<file path="config.mk">
export PLATFORM = sky130hd
export DESIGN_NAME = alu_operand_issue
export DESIGN_NICKNAME = d
export VERILOG_FILES = /design/src/rtl/alu_operand_issue.sv
export SDC_FILE = /design/constraint.sdc
export NUM_CORES = 1
export LEC_CHECK = 0
export BUFFER_PORTS_ARGS = -buffer_cell sky130_fd_sc_hd__buf_2
export CAP_MARGIN = 10
export CORE_UTILIZATION = 45
export DETAILED_ROUTE_END_ITERATION = 12
export HOLD_SLACK_MARGIN = 0.06
export PLACE_DENSITY = 0.64
export SLEW_MARGIN = 25
export SYNTH_ARGS = -nofsm -noshare
export SYNTH_HDL_FRONTEND = slang
export SYNTH_SLANG_ARGS = --single-unit
</file>
<file path="constraint.sdc">
create_clock -name clk -period 16.1 [get_ports clk]
set_clock_uncertainty 0.1 [all_clocks]
set_input_delay 1.61 -clock clk [delete_from_list [all_inputs] [get_ports clk]]
set_output_delay 1.61 -clock clk [all_outputs]
set_load 0.01 [all_outputs]
</file>
<file path="src/rtl/alu_operand_issue.sv">
// Decode/operand-fetch stage feeding the 16-bit ALU: 8x16 register file, pending
// scoreboard, one-entry issue register. Define ALU_ISSUE_FWD_EN to bypass writeback data.
module alu_operand_issue #(
    parameter int              DW      = 16,
    parameter int              NREG    = 8,
    parameter logic [DW-1:0]   RST_VAL = '0
) (
    input  logic          clk,
    input  logic          rst,
    input  logic          in_valid,
    input  logic [15:0]   in_instr,
    output logic          in_ready,
    output logic          out_valid,
    input  logic          out_ready,
    output logic [3:0]    out_opcode,
    output logic [DW-1:0] out_rsval,
    output logic [DW-1:0] out_rtval,
    output logic [2:0]    out_shamt,
    output logic [2:0]    out_rd,
    input  logic          wb_en,
    input  logic [2:0]    wb_addr,
    input  logic [DW-1:0] wb_data,
    output logic          illegal
);

    // Handshake: a transfer happens on a rising edge where valid & ready are both high;
    // the producer holds its payload stable while valid is high and ready is low.

    logic [DW-1:0]   r_regs [NREG];
    logic [NREG-1:0] r_pending;

    logic            r_out_valid;
    logic [3:0]      r_out_opcode;
    logic [DW-1:0]   r_out_rsval;
    logic [DW-1:0]   r_out_rtval;
    logic [2:0]      r_out_shamt;
    logic [2:0]      r_out_rd;
    logic            r_illegal;

    logic [3:0]      w_op;
    logic [2:0]      w_rs;
    logic [2:0]      w_rt;
    logic [2:0]      w_rd;
    logic [2:0]      w_shamt;
    logic            w_legal;
    logic            w_use_rs;
    logic            w_use_rt;
    logic            w_rs_byp;
    logic            w_rt_byp;
    logic            w_haz_rs;
    logic            w_haz_rt;
    logic            w_hazard;
    logic [DW-1:0]   w_rs_val;
    logic [DW-1:0]   w_rt_val;
    logic            w_accept;
    logic            w_wb_write;

    assign w_op    = in_instr[15:12];
    assign w_rs    = in_instr[11:9];
    assign w_rt    = in_instr[8:6];
    assign w_rd    = in_instr[5:3];
    assign w_shamt = in_instr[2:0];

    always_comb begin
        w_legal  = 1'b0;
        w_use_rs = 1'b0;
        w_use_rt = 1'b0;
        case (w_op)
            4'd0, 4'd3, 4'd4, 4'd6, 4'd7: begin
                w_legal  = 1'b1;
                w_use_rs = 1'b1;
                w_use_rt = 1'b1;
            end
            4'd1, 4'd2: begin
                w_legal  = 1'b1;
                w_use_rs = 1'b1;
            end
            4'd11, 4'd12: begin
                w_legal  = 1'b1;
            end
            default: begin
                w_legal  = 1'b0;
            end
        endcase
    end

    assign w_wb_write = wb_en && (wb_addr != 3'd0);

`ifdef ALU_ISSUE_FWD_EN
    assign w_rs_byp = w_wb_write && (wb_addr == w_rs);
    assign w_rt_byp = w_wb_write && (wb_addr == w_rt);
`else
    assign w_rs_byp = 1'b0;
    assign w_rt_byp = 1'b0;
`endif

    // r0 is never marked pending, so no explicit r0 exclusion is needed here.
    assign w_haz_rs = w_use_rs && r_pending[w_rs] && !w_rs_byp;
    assign w_haz_rt = w_use_rt && r_pending[w_rt] && !w_rt_byp;
    assign w_hazard = w_haz_rs || w_haz_rt;

    always_comb begin
        w_rs_val = '0;
        w_rt_val = '0;
        if (w_use_rs && (w_rs != 3'd0)) begin
            w_rs_val = w_rs_byp ? wb_data : r_regs[w_rs];
        end
        if (w_use_rt && (w_rt != 3'd0)) begin
            w_rt_val = w_rt_byp ? wb_data : r_regs[w_rt];
        end
    end

    // Illegal opcodes are swallowed without a hazard check since they never issue.
    assign in_ready = (!r_out_valid || out_ready) && (!w_legal || !w_hazard);
    assign w_accept = in_valid && in_ready;

    always_ff @(posedge clk or posedge rst) begin
        if (rst) begin
            for (int i = 0; i < NREG; i++) begin
                r_regs[i] <= RST_VAL;
            end
            r_pending <= '0;
        end else begin
            if (w_wb_write) begin
                r_regs[wb_addr]    <= wb_data;
                r_pending[wb_addr] <= 1'b0;
            end
            // Later assignment wins: a new issue re-claims a register being written back.
            if (w_accept && w_legal && (w_rd != 3'd0)) begin
                r_pending[w_rd] <= 1'b1;
            end
        end
    end

    always_ff @(posedge clk or posedge rst) begin
        if (rst) begin
            r_out_valid  <= 1'b0;
            r_out_opcode <= '0;
            r_out_rsval  <= '0;
            r_out_rtval  <= '0;
            r_out_shamt  <= '0;
            r_out_rd     <= '0;
            r_illegal    <= 1'b0;
        end else begin
            r_illegal <= w_accept && !w_legal;
            if (w_accept && w_legal) begin
                r_out_valid  <= 1'b1;
                r_out_opcode <= w_op;
                r_out_rsval  <= w_rs_val;
                r_out_rtval  <= w_rt_val;
                r_out_shamt  <= w_shamt;
                r_out_rd     <= w_rd;
            end else if (out_ready) begin
                r_out_valid  <= 1'b0;
            end
        end
    end

    assign out_valid  = r_out_valid;
    assign out_opcode = r_out_opcode;
    assign out_rsval  = r_out_rsval;
    assign out_rtval  = r_out_rtval;
    assign out_shamt  = r_out_shamt;
    assign out_rd     = r_out_rd;
    assign illegal    = r_illegal;

endmodule

</file>
* Word-level counts from Yosys, hierarchy flattened
Cells that the tools add are included.
W data, S select, Z words.
** Word-level totals
- Register bits :: 180
- Bits of input ports :: 40
- Output and inout bits :: 45
- Word-level logic and storage cells :: 94
** Operators by class
- $lt $le $gt $ge :: 10
- Equality and inequality tests :: 8
- Muxes and demuxes :: 26
- Bitwise gates (word level) :: 6
- Reductions and logical operators :: 28
** Operators by type and width (count)
- $bwmux W128 :: 1
- $mux W16 :: 7
- $bmux W16 S3 :: 2
- $demux W16 S3 :: 1
- $lt A3 B4 Y1 const B :: 4
- $mux W8 :: 2
- $logic_and A1 B1 Y1 :: 13
- $eq A4 B3 Y1 const B :: 3
- $ge A4 B4 Y1 const B :: 3
- $not A3 Y4 :: 3
- $reduce_bool A3 Y1 :: 4
- $mux W1 :: 9
- $reduce_or A9 Y1 :: 1
- $and A8 B8 Y8 :: 1
- $eq A4 B2 Y1 const B :: 2
- $eq A4 B4 Y1 const B :: 2
- $not A8 Y8 :: 1
- $or A8 B8 Y8 :: 1
- $reduce_or A7 Y1 :: 1
- $bmux W1 S3 :: 2
- $demux W1 S3 :: 2
- $ge A3 B1 Y1 const B :: 2
- $reduce_or A5 Y1 :: 1
- $eq A4 B1 Y1 const B :: 1
- other kinds (5) :: 9

* Logic depth before layout (Yosys ltp)
Gate-level depths: netlist of run 1.
- Depth in word-level cells :: 12
- Gate-level depth with buffers :: 7

* Worst setup path before layout of run 1
OpenSTA, ideal clock, no wires.
- Kind :: input -> output
- Start point :: in in_instr[6]
- End point :: out in_ready
- Arrival time :: 2.887 ns
- Path slack :: 11.503 ns
- Cell stages on the path :: 5
- Cells stage by stage :: buf_2 > mux4_2 > nand2b_1 > a41oi_2 > and2_1
** On the way
- Cells in the longest elaborated chain, start to end :: 7
** RTL lines
- start: declaration :: RTL line 11 : input logic [15:0] in_instr,
- $bmux W1 S3 :: RTL line 99 : assign w_haz_rt = w_use_rt && r_pending[w_rt] && !w_rt_byp;
- $mux W1 (implied by the code) :: RTL line 99
- $logic_and A1 B1 Y1 :: RTL line 99
- $logic_or A1 B1 Y1 :: RTL line 100 : assign w_hazard = w_haz_rs || w_haz_rt;
- $logic_not A1 Y1 :: RTL line 114 : assign in_ready = (!r_out_valid || out_ready) && (!w_legal || !w_hazard);
- $logic_or A1 B1 Y1 :: RTL line 114
- $logic_and A1 B1 Y1 :: RTL line 114
- end: declaration :: RTL line 12 : output logic in_ready,
No other way between the ends. The select of a mux whose other input is x is not followed.

* Worst setup path after layout of run 1
- Start point :: in in_instr[10]
- End point :: out in_ready
** On the way
- Cells in the longest elaborated chain, start to end :: 7
** RTL lines
- $bmux W1 S3 :: RTL line 98 : assign w_haz_rs = w_use_rs && r_pending[w_rs] && !w_rs_byp;
- $mux W1 (implied by the code) :: RTL line 98
- $logic_and A1 B1 Y1 :: RTL line 98
- $logic_or A1 B1 Y1 :: RTL line 100
- $logic_not A1 Y1 :: RTL line 114
- $logic_or A1 B1 Y1 :: RTL line 114
- $logic_and A1 B1 Y1 :: RTL line 114
No other way between the ends. The select of a mux whose other input is x is not followed.

==> results of run 1 <==
[cell usage after synthesis, types with 2 or more instances]
cell type  number  share of area
clkbuf_1       40          0.017
nor4bb_1        2         0.0022
nand4b_1        3         0.0029
inv_1           6         0.0025
mux2_2        119           0.15
mux4_2         67           0.17
mux2_4         35          0.059
dfrtp_1       180           0.50
buf_2          10         0.0056
o21ai_0         3         0.0017
nor2_1         34          0.014
nand4_1         2         0.0014
o31ai_1         3         0.0025
nand2_1         9         0.0038
mux2i_1        33          0.037
o32ai_1         2         0.0020
buf_1           2        0.00084
buf_6           4         0.0050
nand2b_1        6         0.0042
[layout by cell type (no fill, tap or decap), types with 3 or more instances in the layout]
| master | n |
|---|---|
| dfrtp_1 | 180 |
| mux2_2 | 119 |
| buf_2 | 84 |
| mux4_2 | 67 |
| mux2_4 | 35 |
| nor2_1 | 34 |
| mux2i_1 | 33 |
| clkbuf_16 | 17 |
| buf_4 | 12 |
| nand2_1 | 9 |
| nand2b_1 | 6 |
| inv_1 | 5 |
| clkbuf_8 | 5 |
| nand4b_1 | 3 |
| o21ai_0 | 3 |
| clkinvlp_4 | 3 |
[per-layer routing]
| layer | global-route usage | up-vias | share of wire |
|---|---|---|---|
| met5 | 0 | - | 0 |
| met4 | 0.0764 | 0 | 0.014 |
| met3 | 0.0345 | 29 | 0.030 |
| met2 | 0.342 | 117 | 0.50 |
| met1 | 0.275 | 2731 | 0.46 |
| li1 | - | 2266 | - |
[final timing paths]
path / from / slack, ps / end / depth (start not counted)
hold / removal: r_regs[112]$_DFFE_PP0P_ / 300 / r_regs[112]$_DFFE_PP0P_ / 0
max in group asynchronous: rst / 13470 / r_regs[41]$_DFFE_PP0P_ / 4
setup reg to reg: r_pending[7]$_DFF_PP0_ / 13280 / out_shamt[1]$_DFFE_PP0P_ / 5
min in group asynchronous: rst / 1230 / out_shamt[2]$_DFFE_PP0P_ / 2
setup / recovery: in_instr[10] / 10740 / in_ready / 6
hold reg to reg: r_regs[112]$_DFFE_PP0P_ / 300 / r_regs[112]$_DFFE_PP0P_ / 0
[worst max-delay path, stage by stage]
cell and delay, ps:
buf_2 740, mux4_2 610, mux2_2 280, nand2_1 140, and2_1 150, buf_2 130
[layout make-up]
type | instances | share of cell area
Clock buffer | 24 | 0.0492
Clock inverter | 7 | 0.00945
Inverter | 6 | 0.00295
Multi-Input combinational cell | 333 | 0.412
Sequential cell | 180 | 0.442
Tap cell | 265 | 0.0325
Timing Repair Buffer | 97 | 0.0521
[per-stage QoR]
| step | setup WS (ps) | hold WS [ps] | area [um2] |
|---|---|---|---|
| finish | 10740 | 298 | 10200 |
| global route | 10610 | 305 | 10200 |
| CTS | 10740 | 298 | 10200 |
| detailed placement | 10740 | 284 | 9570 |
| global placement | 10760 | 277 | 9570 |
| floorplan | 9500 | 341 | 8930 |
[report_power, final]
part / switching, mW / internal (mW) / total [mW] / leakage (nW)
Combinational: 0.119 / 0.183 / 0.303 / 2.09
Sequential: 0.0632 / 0.547 / 0.610 / 2.25
Clock: 0.168 / 0.248 / 0.416 / 0.285
[kinds of logic (layout without fill, tap and decap cells)]
kind of cell	count (synthesis)	after routing	share of synthesized area
flops	180	180	0.504
buf+inv	62	134	0.0308
mux	254	254	0.415
compound gates	17	17	0.0156
simple gates	62	62	0.0343
[sequential cells by signal, summed over array words and instances, names as in the netlist]
name / flops
illegal: 1
out_opcode: 4
out_rd: 3
out_rsval: 16
out_rtval: 16
out_shamt: 3
out_valid: 1
r_pending: 8
r_regs: 128
==> summary.md, run 1 <==
| Metric | Value |
|---|---|
| Status | finished clean |
| Final Non-Filler Cells | 912 |
| Layout cells sized above 1 | 0.552 |
| Final antenna diode count | 0 |
| Initial antenna violation count | 0 |
| Initial DRC count | 251 |
| Tightest Pin Transition | 992 ps |
| CTS tree | done |
| Final ANT Viol Nets | 0 |
| Crit path kind | in -> out |
| Setup TNS | 0 ps |
| Clk sink count | 180 |
| Die area | 20400 um2 |
| Post-synth EDFFs | 0 |
| Yosys warnings | 0 |
| RSZ-0062 raised after global routing | no |
| CTS Hold Bufs | 0 |
| Filler cells | 1586 |
| Post-synthesis net count | 615 |
| DR pass1 iterations | 6 |
| Synthesized area per cell | 15.5 um2 |
| Max-Slew Margin vs Limit | 0.339 |
| Fin crit share | 0.333 |
| # port buffers | 84 |
| Post-CTS resize count | 0 |
| Core box area | 19500 um2 |
| Hold/Removal Path Class | reg -> reg |
| First-pass GRT wire length | 30.9 mm |
| Power Total | 1.33 mW |
| Worst-path clk slew | 70 ps |
| Flops & latches, synth | 180 |
| Root buffer cell | clkbuf_16 |
| WL final | 19.6 mm |
| Crit-path max FO | 35 |
| Area growth, synth to finish | 14.1% |
| Vias per cell | 5.64 |
| Detailed Place HPWL | 12.1 mm |
| Critical Path RT | 14390 ps |
| Sequential Area | 4500 um2 |
| Top Ports | 85 |
| Leakage power | 4.63 nW |
| Distinct cells, synth | 34 |
| Worst skew pair latency | 430 ps |
| DRC violations left | 0 |
| Min cycle time layout | 5360 ps |
| Worst Path Arrival | 3650 ps |
| Endpoint class of the critical path | output port |
| Pwr per Cell Area | 130 nW/um2 |
| Pin count of the biggest net entering global routing | 108 |
| Vias in the first global route | 5470 |
| Area of the multi-input gates | 4200 um2 |
| Register area share after synthesis | 0.504 |
| Post-layout util | 0.524 |
| CTS Buf Count | 17 |
| Total GRT Usage | 0.207 |
| Max Slew Vio Count | 0 |
| Crit start category | input port |
| VDD IR max | 0.0588 mV |
| Main synth FF type | dfrtp_1 |
| Die Y | 143 um |
| Grt total ovfl | 0 |
| Final hold vios | 0 |
| Wire length per cell | 21.5 um |
| Mapped Area | 8930 um2 |
| Vias | 5143 |
| Nets | 675 |
| Max Clk Rate | 186 MHz |
| Gate Count Post-Synth | 575 |
| Std-Cell Rows | 51 |
| GPL Wtd Cong | 0.735 |
| H-Tree Depth | 4 |
| Final setup violating endpoints | 0 |
| Post-CTS Setup Repair Bufs | 0 |
| # Max-Cap Violations | 0 |
| Die extent in x | 143 um |
| Maximum buffer depth of the clock tree | 2 |
| Initial Utilization | 0.459 |
| Ys async rst share | 1.00 |
| Placed Cells | 880 |
Power figures use the tool's default switching activity.
==> run 2, diff against run 1 <==
--- a/config.mk
+++ b/config.mk
@@ -10,7 +10,7 @@
 export CORE_UTILIZATION = 45
 export DETAILED_ROUTE_END_ITERATION = 12
 export HOLD_SLACK_MARGIN = 0.06
-export PLACE_DENSITY = 0.64
+export PLACE_DENSITY = 0.67
 export SLEW_MARGIN = 25
 export SYNTH_ARGS = -nofsm -noshare
 export SYNTH_HDL_FRONTEND = slang
==> constraint.sdc (replaced) <==
create_clock -name clk -period 4.4 [get_ports clk]
set_clock_uncertainty 0.1 [all_clocks]
set_input_delay 0.44 -clock clk [delete_from_list [all_inputs] [get_ports clk]]
set_output_delay 0.44 -clock clk [all_outputs]
set_load 0.01 [all_outputs]
==> run 2 against run 1 <==
  * Sequential cell count stayed put
  * Routed wire length grew 1.1%
  * Core utilization up 0.30 points
  * Cell area is 0.56% higher
  * Global-route usage grew 0.29 points
  * Worst setup slack worse by 9200 ps
  * Critical endpoint unchanged
  * Largest cell class unchanged
  * Highest routed layer unchanged
==> summary.md, run 2 (synthesis results as in run 1) <==
| Metric | Value |
|---|---|
| Hold Crit Depth | 2 (+2) |
| Nets | 677 (+0.30%) |
| Comb power frac | 0.228 (about the same) |
| Core box area | 19500 um2 (unchanged) |
| Tightest Pin Transition | 1080 ps (+89.6 ps) |
| DRC violations left | 0 (unchanged) |
| Status | finished clean |
| Fin crit share | 0.649 |
| Setup ws final | 1550 ps (-9190 ps) |
| Max reg flops | 128 (unchanged) |
| Die Y | 143 um (unchanged) |
| Top Ports | 85 (unchanged) |
| Clk sink count | 180 (unchanged) |
| Final Non-Filler Cells | 915 (+0.33%) |
| Vias per cell | 5.67 (+0.60%) |
| Total GRT Usage | 0.210 (+0.00292) |
| Final instance area | 10200 um2 (+0.56%) |
| R2r startpoint | r_pending[7]$_DFF_PP0_ |
| R2r endpoint | out_rsval[0]$_DFFE_PP0P_ |
| Die extent in x | 143 um (unchanged) |
| Post-layout util | 0.527 (+0.00296) |
| Final setup violating endpoints | 0 (unchanged) |
| Crit-path max FO | 20 (-43%) |
| Placed Cells | 881 (+0.11%) |
| Wire length per cell | 21.7 um (+0.74%) |
| Power Total | 4.89 mW (+270%) |
| Max-Slew Margin vs Limit | 0.279 (-0.0597) |
| Flop-to-flop setup slack | 1840 ps (-11440 ps) |
| Post-Place Setup Slack | 1050 ps (-9700 ps) |
| Top reg by flops | r_regs |
| CP max-delay cell | mux4_2 |
| Vias in the first global route | 5472 (+0.037%) |
| Hold Crit Endpoint | out_shamt[1]$_DFFE_PP0P_ |
| Setup TNS | 0 ps (unchanged) |
| Area growth, synth to finish | 14.8% |
| Post-CTS Setup Repair Bufs | 0 (unchanged) |
| Hold_sp | in_instr[1] |
| Initial Utilization | 0.459 (unchanged) |
| Clock network power share | 0.314 (about the same) |
| Sequential share of power | 0.458 (about the same) |
| Grt total ovfl | 0 (unchanged) |
| Final ANT Viol Nets | 0 (unchanged) |
| Reg2Reg Depth | 6 (+1) |
| Pint | 3.58 mW (+270%) |
| WL final | 19.9 mm (+1.1%) |
| GPL Wtd Cong | 0.754 (+2.6%) |
| Worst path max stage delay | 600 ps (-140 ps) |
| Final antenna diode count | 0 (unchanged) |
| Std-Cell Rows | 51 (unchanged) |
| Final hold slack | 143 ps (-155 ps) |
| Worst-path clk slew | 70 ps (about the same) |
| Root buffer cell | clkbuf_16 |
| Post-CTS resize count | 0 (unchanged) |
| Commonest non-fill, non-tap cells in the layout | 180 x dfrtp_1, 119 x mux2_2, 84 x buf_2 |
| Crit start category | input port |
| Max Slew Vio Count | 0 (unchanged) |
| Psw | 1.31 mW (+270%) |
| # Max-Cap Violations | 0 (unchanged) |
| Crit path from | in_instr[9] |
| Commonest non-fill, non-tap cell in the layout | dfrtp_1 |
| H-Tree Depth | 4 (unchanged) |
| Maximum buffer depth of the clock tree | 2 (unchanged) |
| Worst path cell trace | buf_2 -> mux4_2 -> mux2_2 -> nand2_1 -> and2_1 -> buf_2 |
| Crit-path most repeated cell | buf_2 |
| Final hold vios | 0 (unchanged) |
| Layout cells sized above 1 | 0.554 (+0.00207) |
| Worst Path Arrival | 2310 ps (-1340 ps) |
| Dpl cell area | 9610 um2 (+0.42%) |
| Hold/Removal Path Class | in -> reg |
| Die area | 20400 um2 (unchanged) |
| VDD IR max | 0.265 mV (+350%) |
| Pwr per Cell Area | 477 nW/um2 (+270%) |
| RSZ-0062 raised after global routing | no |
| Detailed Place HPWL | 12.4 mm (+2.9%) |
| Initial DRC count | 213 (-15%) |
| Sw frac | 0.268 (+0.00395) |
| Endpoint class of the critical path | output port |
| CTS Buf Count | 17 (unchanged) |
| Filler cells | 1588 (+0.13%) |
| Max Clk Rate | 350 MHz |
| # port buffers | 84 (unchanged) |
| Vias | 5191 (+0.93%) |
| Crit path kind | in -> out |
| First-pass GRT wire length | 31.2 mm (+1.0%) |
| Min cycle time layout | 2850 ps |
| Leakage power | 4.64 nW (+0.40%) |
| Pin count of the biggest net entering global routing | 181 (+68%) |
| Worst skew pair latency | 430 ps (about the same) |
| Critical Path RT | 3860 ps (-10530 ps) |
| DR pass1 iterations | 4 (-2) |
| CTS tree | done |
| Initial antenna violation count | 0 (unchanged) |
## run 2: layout make-up
cell class	instances	area [um2]	share of cell area
clock buffers	19	443	0.0432
clock inverters	13	158	0.0154
inverters	6	26.3	0.00256
multi-input cells	333	4200	0.410
flip-flops and latches	180	4500	0.440
well taps	265	332	0.0324
repair buffers	99	581	0.0567
## run 2: what timing repair did
action | 4_1_cts | 5_1_grt
endpoints found under the hold margin | 0 | 46
endpoints found under the setup margin | 0 | 0
hold buffers | 0 | 1
## run 2: critical path: cells and delay by family
kind | cells | cell delay [ps]
and+or+nand+nor | 2 | 300
buffers and inverters | 2 | 680
muxes | 2 | 890
## run 2: power groups by stage
stage / clock (mW) / combinational [mW] / sequential, mW
finish: 1.54 / 1.11 / 2.24
global route: 1.64 / 1.21 / 2.28
CTS: 1.58 / 1.13 / 2.24
detailed placement: 0 / 1.12 / 2.26
global placement: 0 / 1.09 / 2.23
floorplan: 0 / 0.792 / 2.24
## run 2: metal layers
metal / GRT usage / share of wire / routed length (um) / vias to the layer above
met2: 0.344 / 0.49 / 9820 / 122
met4: 0.0741 / 0.017 / 330 / 0
met5: 0 / 0 / 0 / -
met1: 0.279 / 0.45 / 8930 / 2762
li1: - / - / - / 2278
met3: 0.0409 / 0.039 / 774 / 29
## run 2: worst max-delay path by stage
stage	slack, ps	depth (start not counted)	endpoint
3_5_place_dp	1050	7	out_rsval[0]$_DFFE_PP0P_
6_report	1550	6	in_ready
3_3_place_gp	1130	7	out_rsval[3]$_DFFE_PP0P_
2_1_floorplan	1550	1	illegal$_DFF_PP0_
5_1_grt	1410	7	out_rsval[1]$_DFFE_PP0P_
4_1_cts	1500	6	in_ready
==> run 3, diff against run 2 <==
==> constraint.sdc (replaced) <==
create_clock -name clk -period 2.6 [get_ports clk]
set_clock_uncertainty 0.1 [all_clocks]
set_input_delay 0.26 -clock clk [delete_from_list [all_inputs] [get_ports clk]]
set_output_delay 0.26 -clock clk [all_outputs]
set_load 0.01 [all_outputs]
==> run 3 against run 2 <==
  * Sequential cell count unchanged
  * Global-route usage is 0.89 points higher
  * Via count grew 5.1%
  * Sequential power up 70%
  * Final cell count rose by 3.9%
==> summary.md, run 3 (synthesis results as in run 1) <==
| Metric | Value |
|---|---|
| Grt total ovfl | 0 (unchanged) |
| CTS Hold Bufs | 27 (+27) |
| Detailed Place HPWL | 13.2 mm (+5.9%) |
| Status | finished clean |
| Vias | 5456 (+5.1%) |
| Clk sink count | 180 (unchanged) |
| Crit start category | register |
| Max Slew Vio Count | 0 (unchanged) |
| Worst-path clk slew | 70 ps (about the same) |
| Min cycle time layout | 2410 ps |
| Initial DRC count | 277 (+30%) |
| Vias per cell | 5.74 (+1.1%) |
| Worst path max stage delay | 490 ps (-110 ps) |
| Crit path from | r_pending[3]$_DFF_PP0_ |
| GPL Wtd Cong | 0.790 (+4.8%) |
| Reg2Reg Depth | 6 (unchanged) |
| Tightest Pin Transition | 688 ps (-394 ps) |
| Initial Utilization | 0.459 (unchanged) |
| CTS Buf Count | 17 (unchanged) |
| Sum of buffers and inverters on the critical path | 1 (-1) |
| DRC violations left | 0 (unchanged) |
| WL final | 20.7 mm (+4.4%) |
| Power Total | 8.24 mW (+68%) |
| Die Y | 143 um (unchanged) |
| Max-Slew Margin vs Limit | 0.542 (+0.263) |
| Max Clk Rate | 415 MHz |
| Critical path endpoint | in_ready |
| Sequential Area | 4500 um2 (unchanged) |
| Final hold vios | 0 (unchanged) |
| Final instance area | 10600 um2 (+3.1%) |
| Max reg flops | 128 (unchanged) |
| H-Tree Depth | 4 (unchanged) |
| Flop-to-flop setup slack | 420 ps (-1420 ps) |
| # Max-Cap Violations | 0 (unchanged) |
| R2r endpoint | out_rsval[5]$_DFFE_PP0P_ |
| Top Ports | 85 (unchanged) |
| Critical Path RT | 2240 ps (-1620 ps) |
| Wire length per cell | 21.8 um (+0.41%) |
| Worst Path Arrival | 2050 ps (-260 ps) |
| Filler cells | 1545 (-2.7%) |
| Total GRT Usage | 0.219 (+0.00889) |
| Top reg by flops | r_regs |
| VDD IR max | 0.393 mV (+48%) |
| First-pass GRT wire length | 32.8 mm (+5.1%) |
| Pwr per Cell Area | 780 nW/um2 (+63%) |
| Worst skew pair latency | 430 ps (about the same) |
| Core box area | 19500 um2 (unchanged) |
| Crit path max-delay family | multiplexers |
| Pin count of the biggest net entering global routing | 85 (-53%) |
| Endpoint class of the critical path | output port |
| R2r startpoint | r_pending[3]$_DFF_PP0_ |
| Nets | 714 (+5.5%) |
| Vias in the first global route | 5803 (+6.0%) |
| Layout cells sized above 1 | 0.536 (-0.0174) |
| Post-CTS resize count | 0 (unchanged) |
| Cell depth of the worst setup path | 5 (-1) |
| Initial antenna violation count | 0 (unchanged) |
| Area growth, synth to finish | 18.3% |
| Final ANT Viol Nets | 0 (unchanged) |
| Crit path kind | reg -> out |
| Commonest non-fill, non-tap cell in the layout | dfrtp_1 |
| Area of the multi-input gates | 4200 um2 (unchanged) |
| Hold Crit Depth | 2 (unchanged) |
| Hold/Removal Path Class | in -> reg |
| Final setup violating endpoints | 0 (unchanged) |
| RSZ-0062 raised after global routing | no |
| # port buffers | 84 (unchanged) |
| CP max-delay cell | mux4_2 |
| Post-CTS Setup Repair Bufs | 0 (unchanged) |
| Die area | 20400 um2 (unchanged) |
| Final antenna diode count | 0 (unchanged) |
| Crit-path max FO | 3 (-85%) |
| Fin crit share | 0.926 |
| Worst path cell trace | mux4_2 -> mux2_2 -> nand2_1 -> and2_1 -> buf_2 |
| CTS tree | done |
| Leakage power | 4.79 nW (+3.1%) |
| Maximum buffer depth of the clock tree | 2 (unchanged) |
| Root buffer cell | clkbuf_16 |
| Std-Cell Rows | 51 (unchanged) |
| Dpl cell area | 9720 um2 (+1.2%) |
| Die extent in x | 143 um (unchanged) |
| DR pass1 iterations | 4 (unchanged) |
| Commonest non-fill, non-tap cells in the layout | 180 x dfrtp_1, 119 x mux2_2, 84 x buf_2 |
run 3: cell type report:
type,instances,share of cell area
clock inverter,9,0.00995
multi-input combinational,333,0.398
timing repair buffer,136,0.0879
clock buffer,22,0.0439
tap,265,0.0314
sequential,180,0.426
inverter,6,0.00249
run 3: per-layer routing:
layer	track usage	share of wire	vias up
met5	0	0	-
met4	0.0736	0.016	0
met3	0.0379	0.039	34
met2	0.368	0.50	183
met1	0.288	0.44	2898
li1	-	-	2341
run 3: through the flow:
stage	cells	hold slack [ps]	utilization	setup TNS (ps)	worst slack, ps
6_report	951	77.8	0.543	0	193
5_1_grt	951	72.8	0.543	0	135
4_1_cts	951	61.1	0.543	0	188
3_5_place_dp	893	201	0.500	0	321
3_3_place_gp	893	196	0.499	0	366
2_1_floorplan	575	256	-	-12350	-68.6
run 3: how the worst min path moves through the flow:
stage / start / slack, ps / end
floorplan: in_instr[4] / 260 / r_pending[5]$_DFF_PP0_
global placement: rst / 200 / r_regs[122]$_DFFE_PP0P_
detailed placement: rst / 200 / r_regs[26]$_DFFE_PP0P_
CTS: wb_data[10] / 60 / r_regs[10]$_DFFE_PP0P_
global route: wb_data[10] / 70 / r_regs[58]$_DFFE_PP0P_
finish: wb_data[10] / 80 / r_regs[10]$_DFFE_PP0P_
run 3: power breakdown:
| group | internal (mW) | total (mW) | switching, mW |
|---|---|---|---|
| sequential | 3.39 | 3.80 | 0.414 |
| combinational | 1.18 | 1.94 | 0.760 |
| clock | 1.46 | 2.50 | 1.04 |
| total | 6.02 | 8.24 | 2.22 |
